<file path="src/rtl/fnd_pkg.sv">
// fnd_pkg: shared types and constants for the FND scan path. Rev 1.0
`default_nettype none

package fnd_pkg;

  typedef enum logic [1:0] {
    ST_IDLE  = 2'd0,
    ST_SHIFT = 2'd1,
    ST_LOAD  = 2'd2
  } conv_state_t;

  localparam int NUM_DIGITS  = 4;
  localparam int VALUE_W     = 14;
  localparam int BCD_W       = 4 * NUM_DIGITS;
  localparam int MAX_DISPLAY = 9999;
  localparam logic [BCD_W-1:0] SAT_BCD = {NUM_DIGITS{4'd9}};

  // Double-dabble correction: any nibble >= 5 gets +3 before the shift.
  function automatic logic [BCD_W-1:0] add3_nibbles(input logic [BCD_W-1:0] bcd);
    logic [BCD_W-1:0] r;
    r = bcd;
    for (int i = 0; i < NUM_DIGITS; i++) begin
      if (bcd[4*i +: 4] >= 4'd5) r[4*i +: 4] = bcd[4*i +: 4] + 4'd3;
    end
    return r;
  endfunction

endpackage

`default_nettype wire

</file>
<file path="src/rtl/bin2bcd_seq.sv">
// bin2bcd_seq: sequential 14-bit shift-add-3 converter with saturation. Rev 1.0
`default_nettype none

module bin2bcd_seq
  import fnd_pkg::*;
(
  input  logic               i_clk,
  input  logic               i_reset_n,
  input  logic               i_start,
  input  logic [VALUE_W-1:0] i_value,
  output logic               o_busy,
  output logic               o_done,
  output logic [BCD_W-1:0]   o_bcd,
  output logic               o_overflow
);

  conv_state_t        state_q, state_d;
  logic [VALUE_W-1:0] bin_q, bin_d;
  logic [VALUE_W-1:0] val_q, val_d;
  logic [BCD_W-1:0]   bcd_q, bcd_d;
  logic [3:0]         iter_q, iter_d;
  logic               busy_q, busy_d;
  logic               done_q, done_d;
  logic               ovf_q, ovf_d;
  logic [BCD_W-1:0]   adj;
  logic               val_over;

  assign val_over = (val_q > VALUE_W'(MAX_DISPLAY));

  always_comb begin
    state_d = state_q;
    bin_d   = bin_q;
    val_d   = val_q;
    bcd_d   = bcd_q;
    iter_d  = iter_q;
    busy_d  = busy_q;
    done_d  = 1'b0;
    ovf_d   = ovf_q;
    adj     = add3_nibbles(bcd_q);
    case (state_q)
      ST_IDLE: begin
        if (i_start) begin
          bin_d   = i_value;
          val_d   = i_value;
          bcd_d   = '0;
          iter_d  = '0;
          busy_d  = 1'b1;
          state_d = ST_SHIFT;
        end
      end
      ST_SHIFT: begin
        bcd_d  = {adj[BCD_W-2:0], bin_q[VALUE_W-1]};
        bin_d  = {bin_q[VALUE_W-2:0], 1'b0};
        iter_d = iter_q + 4'd1;
        if (iter_q == 4'(VALUE_W - 1)) begin
          state_d = ST_LOAD;
          done_d  = 1'b1;
        end
      end
      ST_LOAD: begin
        ovf_d   = val_over;
        busy_d  = 1'b0;
        state_d = ST_IDLE;
      end
      default: state_d = ST_IDLE;
    endcase
  end

  always_ff @(posedge i_clk or negedge i_reset_n) begin
    if (!i_reset_n) begin
      state_q <= ST_IDLE;
      bin_q   <= '0;
      val_q   <= '0;
      bcd_q   <= '0;
      iter_q  <= '0;
      busy_q  <= 1'b0;
      done_q  <= 1'b0;
      ovf_q   <= 1'b0;
    end else begin
      state_q <= state_d;
      bin_q   <= bin_d;
      val_q   <= val_d;
      bcd_q   <= bcd_d;
      iter_q  <= iter_d;
      busy_q  <= busy_d;
      done_q  <= done_d;
      ovf_q   <= ovf_d;
    end
  end

  assign o_busy     = busy_q;
  assign o_done     = done_q;
  assign o_overflow = ovf_q;
  // Out-of-range inputs present as all nines rather than a truncated accumulator.
  assign o_bcd      = val_over ? SAT_BCD : bcd_q;

endmodule

`default_nettype wire

</file>
<file path="src/rtl/fnd_scan_controller.sv">
// fnd_scan_controller: binary-to-BCD conversion plus 4-digit FND scan with blanking. Rev 1.0
`default_nettype none

module fnd_scan_controller
  import fnd_pkg::*;
#(
  parameter int SCAN_DIV = 100000
) (
  input  logic               i_clk,
  input  logic               i_reset_n,
  input  logic [VALUE_W-1:0] i_value,
  input  logic               i_update,
  output logic [1:0]         o_digitSelect,
  output logic [3:0]         o_bcd,
  output logic               o_en,
  output logic               o_busy,
  output logic               o_overflow
);

  localparam int PRE_W = $clog2(SCAN_DIV);

  logic [PRE_W-1:0]      pre_q, pre_d;
  logic [1:0]            sel_q, sel_d;
  logic [BCD_W-1:0]      disp_q, disp_d;
  logic                  conv_done;
  logic [BCD_W-1:0]      conv_bcd;
  logic                  pre_wrap;
  logic [NUM_DIGITS-1:0] digit_nz;
  logic                  en;

  bin2bcd_seq u_conv (
    .i_clk      (i_clk),
    .i_reset_n  (i_reset_n),
    .i_start    (i_update),
    .i_value    (i_value),
    .o_busy     (o_busy),
    .o_done     (conv_done),
    .o_bcd      (conv_bcd),
    .o_overflow (o_overflow)
  );

  assign pre_wrap = (pre_q == PRE_W'(SCAN_DIV - 1));

  always_comb begin
    pre_d  = pre_wrap ? '0 : pre_q + 1'b1;
    sel_d  = pre_wrap ? sel_q + 2'd1 : sel_q;
    disp_d = conv_done ? conv_bcd : disp_q;
  end

  always_ff @(posedge i_clk or negedge i_reset_n) begin
    if (!i_reset_n) begin
      pre_q  <= '0;
      sel_q  <= '0;
      disp_q <= '0;
    end else begin
      pre_q  <= pre_d;
      sel_q  <= sel_d;
      disp_q <= disp_d;
    end
  end

  generate
    for (genvar g = 0; g < NUM_DIGITS; g++) begin : g_digit_nz
      assign digit_nz[g] = |disp_q[4*g +: 4];
    end
  endgenerate

  // A digit is lit if it or any more significant digit is non-zero; the ones digit always is.
  always_comb begin
    en = (sel_q == 2'd0);
    for (int i = 0; i < NUM_DIGITS; i++) begin
      if (digit_nz[i] && (i >= int'(sel_q))) en = 1'b1;
    end
  end

  assign o_digitSelect = sel_q;
  assign o_bcd         = disp_q[{sel_q, 2'b00} +: 4];
  assign o_en          = en;

endmodule

`default_nettype wire

</file>
<file path="config.mk">
export PLATFORM = sky130hd
export DESIGN_NAME = fnd_scan_controller
export DESIGN_NICKNAME = d
export VERILOG_FILES = /design/src/rtl/fnd_pkg.sv /design/src/rtl/bin2bcd_seq.sv /design/src/rtl/fnd_scan_controller.sv
export SDC_FILE = /design/constraint.sdc
export NUM_CORES = 1
export LEC_CHECK = 0
export BUFFER_PORTS_ARGS = -buffer_cell sky130_fd_sc_hd__buf_2
export CAP_MARGIN = 10
export CORE_MARGIN = 8
export CORE_UTILIZATION = 55
export DETAILED_ROUTE_END_ITERATION = 10
export PLACE_DENSITY = 0.73
export SYNTH_ARGS = -nofsm -noshare
export SYNTH_HDL_FRONTEND = slang
export SYNTH_SLANG_ARGS = --single-unit
</file>
<file path="constraint.sdc">
create_clock -name i_clk -period 4.3 [get_ports i_clk]
set_input_delay 1.075 -clock i_clk [delete_from_list [all_inputs] [get_ports i_clk]]
set_output_delay 1.075 -clock i_clk [all_outputs]
set_load 0.005 [all_outputs]
</file>
# Word level (Yosys, flattened, before mapping)
# Cells that the tools add are included.
# word_totals
regBits,88
input_bits,17
output_inout_bits,9
wordCells,71
# classes
n_addsub,7
magnitude_cmp,8
n_eq_ne,6
shift,1
muxes,23
n_reduce_logical,15
# op_table
op,count
16-bit 2-to-1 mux,2
16-bit case mux with 2 select lines,1
14-bit case mux with 2 select lines,1
17-bit by 1-bit adder with 17-bit output (second input constant),1
17-bit == test (second input constant),1
17-bit 2-to-1 mux,1
4-bit by 3-bit >= comparator with 1-bit output (second input constant),4
4-bit 2-to-1 mux,4
4-bit OR reduction,4
16-bit by 5-bit indexed part select with 4-bit output,1
14-bit > comparator (second input constant),1
14-bit 2-to-1 mux,1
4-bit by 2-bit adder with 4-bit output (second input constant),3
4-bit case mux with 2 select lines,1
2-bit AND reduction,4
1-bit 2-to-1 mux,7
4-bit by 1-bit adder with 4-bit output (second input constant),1
4-bit == test (second input constant),1
1-bit by 2-bit >= comparator with 1-bit output (first input constant),2
2-bit logical NOT,2
2-bit 2-to-1 mux,2
2-bit case mux with 2 select lines,1
2-bit nonzero test,2
3-bit by 2-bit adder with 3-bit output (second input constant),1
9 further kinds,11

# Depth between registers and ports, before layout
# logic_depth
depth_word,6
ltp_mapped,8
depth_no_buf,6

# Modules after synthesis
# From an unflattened synthesis, not the netlist that was laid out.
# hier_totals
cells_unflattened,390
area_unflattened_um2,4037.6
# modules_own_cells
mod,n_inst,cells_each,area_per_inst_um2,seq_area_each_um2
bin2bcd_seq,1,263,2397.3,1226.2
fnd_scan_controller,1,127,1640.3,875.8

# Worst setup path before layout
# No wires, ideal clock.
# synth_path
path_type,reg-to-output
startpoint,reg sel_q[0] (netlist: o_digitSelect[0])
endpoint,out o_en
arrival_time_ps,1105
t_required_ps,3225
slack_ps,2120
stages_incl_launch_ff,5
n_path_buf,0
cell_sequence,dfrtp_1 inv_1 ha_1 nor3_1 o2111ai_1
# synth_between
elab_chain_len,6
word_cells_on_any_way,11
classes_between,order compare: 3; mux: 4; reduce/logical: 4
# synth_rtl
item,line_no,text
"start, declared",fnd_scan_controller.sv:23,"logic [1:0] sel_q, sel_d;"
"start signal, assigned",fnd_scan_controller.sv:57,sel_q <= sel_d;
1-bit by 2-bit >= comparator with 1-bit output,fnd_scan_controller.sv:72,if (digit_nz[i] && (i >= int'(sel_q))) en = 1'b1;
1-bit logical AND,fnd_scan_controller.sv:72,
1-bit 2-to-1 mux (2 in a row),fnd_scan_controller.sv:72,
1-bit 2-to-1 mux * (2 in a row),fnd_scan_controller.sv:72,
"end, declared",fnd_scan_controller.sv:15,"output logic o_en,"
# Mark *: on every way between the ends. The rest lies on a longest branch, timed or not.

# Worst setup path in the final report
# Ends and elaborated chain as after synthesis.

==> metrics.txt <==
# TYPE chip_impl_metric gauge
chip_impl_info{name="result_of_the_run",value="completed"} 1
chip_impl_metric{name="synth_seq_cells",unit=""} 84
chip_impl_metric{name="antenna_found_initial",unit=""} 0
chip_impl_metric{name="cts-root-to-sink-buffers",unit=""} 2
chip_impl_metric{name="pre_cts_slack",unit="ns"} 1.881
chip_impl_metric{name="die-height",unit="um"} 101.5
chip_impl_metric{name="leakage",unit="nW"} 1.989
chip_impl_metric{name="met3_wirelength",unit="um"} 380
chip_impl_info{name="setup.worst_path.end_class",value="output port"} 1
chip_impl_metric{name="detail-route-antenna-nets",unit=""} 0
chip_impl_metric{name="clock_tree.htree_level_count",unit=""} 3
chip_impl_info{name="cpMaxStageDelayCell",value="dfrtp_1"} 1
chip_impl_metric{name="required_time_reported_for_the_critical_path_endpoint",unit="ns"} 3.22
chip_impl_metric{name="cts_resized",unit=""} 0
chip_impl_metric{name="numCtsBuffers",unit=""} 9
chip_impl_metric{name="final_min_period_over_clock_period",unit="%"} 64.79
chip_impl_metric{name="final-max-slew-violation-count",unit=""} 0
chip_impl_metric{name="dp_hpwl",unit="um"} 5595
chip_impl_info{name="layout.cells.most_common_list",value="dfrtp_1, nand2_1, o21ai_0"} 1
chip_impl_metric{name="post-route-min-period",unit="ns"} 2.786
chip_impl_info{name="cts_tree",value="yes"} 1
chip_impl_metric{name="vdd.ir_drop.worst",unit="mV"} 0.2797
chip_impl_metric{name="globalplace.congestion",unit=""} 0.7873
chip_impl_metric{name="timing_hold_violations_final",unit=""} 0
chip_impl_metric{name="ys_types",unit=""} 38
chip_impl_metric{name="layout.cell_area.non_filler",unit="um2"} 4410
chip_impl_info{name="final_common_cell",value="dfrtp_1"} 1
chip_impl_metric{name="grt_pass1_wl",unit="um"} 14080
chip_impl_metric{name="power_per_cell_area",unit="nW/um2"} 610.7
chip_impl_metric{name="synth_enable_flop_cells",unit=""} 0
chip_impl_metric{name="vias",unit=""} 2901
chip_impl_metric{name="synth.net_count",unit=""} 421
chip_impl_metric{name="drc",unit=""} 0
chip_impl_metric{name="finalSetupViolCount",unit=""} 0
chip_impl_metric{name="worst_skew_pair.late_latency",unit="ns"} 0.35
chip_impl_metric{name="synth_warnings",unit=""} 0
chip_impl_metric{name="arrival",unit="ns"} 1.71
chip_impl_metric{name="grt_usage",unit="%"} 17.35
chip_impl_metric{name="std_cell_rows",unit=""} 31
chip_impl_metric{name="finalPower",unit="mW"} 2.694
chip_impl_metric{name="numClockSinks",unit=""} 84
chip_impl_metric{name="grt_overflow_total",unit=""} 0
chip_impl_metric{name="met2_length",unit="um"} 3761
chip_impl_metric{name="final_cell_count_no_fill",unit=""} 514
chip_impl_metric{name="detailedRoute.firstIterationViolations",unit=""} 157
chip_impl_metric{name="worst_path_largest_cell_delay",unit="ns"} 0.55
chip_impl_metric{name="ys_async_sr_fraction",unit="%"} 100.0
chip_impl_info{name="crit_path_start_kind",value="register"} 1
chip_impl_metric{name="synth_area_per_cell",unit="um2"} 10.30
chip_impl_info{name="dominantRegCellSynth",value="dfrtp_1"} 1
chip_impl_metric{name="chipWidth",unit="um"} 101.5
chip_impl_metric{name="final_net_count",unit=""} 442
chip_impl_metric{name="hold_fix_buffers_at_cts",unit=""} 0
chip_impl_metric{name="postRouteWirelength",unit="um"} 8112
chip_impl_metric{name="num_antenna_cells",unit=""} 0
chip_impl_metric{name="tightestPinTransition",unit="ns"} 1.046
chip_impl_metric{name="setup-tns-final",unit="ns"} 0
chip_impl_info{name="clk_root_buffer_cell",value="clkbuf_8"} 1
chip_impl_metric{name="timing.fmax",unit="MHz"} 358.9
chip_impl_metric{name="numPlacedInstances",unit=""} 499
chip_impl_metric{name="synthToLayoutAreaGrowth",unit="%"} 9.779
chip_impl_metric{name="routedWlPerCell",unit="um"} 15.78
chip_impl_metric{name="drive_above_1_share",unit="%"} 12.77
chip_impl_metric{name="viasPerCell",unit=""} 5.644
chip_impl_info{name="grt_setup_unrepaired",value="false"} 1
chip_impl_metric{name="postCtsSetupRepairBufs",unit=""} 0
chip_impl_metric{name="core-area",unit="um2"} 7176
chip_impl_metric{name="hold_slack",unit="ns"} 0.4802
chip_impl_metric{name="die_area",unit="um2"} 10300
chip_impl_metric{name="numPortBuffers",unit=""} 25
chip_impl_metric{name="timing.clock.skew",unit="ns"} 0.007891
chip_impl_info{name="crit_type",value="reg2out"} 1
chip_impl_metric{name="first_pass_iters",unit=""} 4
chip_impl_metric{name="vias_in_the_first_global_route",unit=""} 2985
chip_impl_metric{name="place_area",unit="um2"} 4205
chip_impl_info{name="holdCritPathClass",value="reg2reg"} 1
chip_impl_info{name="routed.top_layer",value="met4"} 1
chip_impl_metric{name="grt_max_degree",unit=""} 85
chip_impl_info{name="crit_path_cell_trace",value="inv_1 -> ha_1 -> nor3_1 -> o2111ai_1 -> buf_2"} 1
chip_impl_metric{name="wl_met1",unit="um"} 3861
chip_impl_metric{name="cap_violations",unit=""} 0
chip_impl_metric{name="final.setup.worst_slack",unit="ns"} 1.514
chip_impl_metric{name="slew_headroom",unit="%"} 30.28
chip_impl_metric{name="layout.core_utilization",unit="%"} 61.46
chip_impl_metric{name="gate_count_after_technology_mapping",unit=""} 390
chip_impl_metric{name="synth_seq_area_share",unit="%"} 52.32
chip_impl_metric{name="post_synth_instance_area",unit="um2"} 4018
chip_impl_metric{name="worst-path-max-fanout",unit=""} 8
chip_impl_metric{name="io_pins",unit=""} 26
chip_impl_metric{name="clkTransAtPathRegs",unit="ns"} 0.08
chip_impl_metric{name="start_util",unit="%"} 55.99
## power breakdown
group	internal [mW]	switching, mW
combinational	0.381	0.427
clock	0.322	0.266
sequential	1.05	0.247
total	1.75	0.941
## kinds of logic (layout without fill, tap and decap cells)
group                      Yosys count  after routing  synth area share, %
buffers and inverters               34             59                3.643
AOI/OAI and AO/OA                   94             94                14.51
and+or+nand+nor                    133            133                16.76
DFF                                 84             84                52.32
adders and majority gates           14             14                4.360
xor gates and xnor gates            22             22                4.796
muxes                                9              9                3.613
## metal layers
| metal | track usage, % | vias to the layer above |
|---|---|---|
| met5 | 0 | - |
| met3 | 4.261 | 13 |
| li1 | - | 1409 |
| met4 | 6.415 | 0 |
| met1 | 22.65 | 1428 |
| met2 | 27.33 | 51 |
## sequential cells by signal (all words and copies together), names as in the netlist
register	count
disp_q	16
o_digitSelect	2
pre_q	17
u_conv.bcd_q	16
u_conv.bin_q	14
u_conv.iter_q	4
u_conv.o_busy	1
u_conv.o_done	1
u_conv.o_overflow	1
u_conv.state_q	2
u_conv.val_q	10
## synthesized netlist by cell type, drive strengths merged, types with 2 or more instances
cell type | n | area, um2
xnor2 | 14 | 122.6
buf | 11 | 60.05
a22oi | 13 | 97.59
ha | 14 | 175.2
mux2 | 4 | 45.04
dfrtp | 84 | 2102
and2 | 3 | 18.77
nand2 | 51 | 191.4
and4 | 2 | 17.52
nand2b | 5 | 31.28
inv | 15 | 56.30
mux4 | 4 | 90.09
nand3 | 13 | 65.06
nor3 | 7 | 35.03
nor2 | 16 | 60.06
o21ai | 36 | 180.2
xor2 | 8 | 70.07
o31ai | 3 | 22.52
and3 | 2 | 12.51
a21oi | 23 | 115.1
nand4 | 7 | 58.81
a22o | 11 | 96.34
o22a | 4 | 35.03
clkbuf | 7 | 26.28
nor4 | 7 | 50.05
nor2b | 17 | 106.4
## worst paths after layout
kind	start	endpoint	slack, ns	cells past startpoint
min in group asynchronous	i_reset_n	disp_q[10]	0.90	1
setup reg to reg	u_conv.val_q[6]	disp_q[4]	2.26	4
max in group asynchronous	i_reset_n	o_digitSelect[1]	2.72	1
hold / removal	u_conv.val_q[9]	u_conv.val_q[9]	0.48	2
setup / recovery	o_digitSelect[0]	o_en	1.51	5
hold reg to reg	u_conv.val_q[9]	u_conv.val_q[9]	0.48	2
## final cells by class
type	instances	area (um2)
Sequential cell	84	2102
Timing Repair Buffer	28	150.1
Multi-Input combinational cell	272	1769
Tap cell	99	123.9
Clock inverter	5	77.57
Clock buffer	10	127.6
Fill cell	593	2765
Inverter	16	60.06
## worst max-delay path: cells and delay by family (launching register included)
| kind | cells | cell delay (ns) |
|---|---|---|
| buffers and inverters | 2 | 0.28 |
| DFF | 1 | 0.55 |
| AOI/OAI and AO/OA | 1 | 0.14 |
| and+or+nand+nor | 1 | 0.19 |
| adders and majority gates | 1 | 0.22 |
Power figures use the tool's default switching activity.
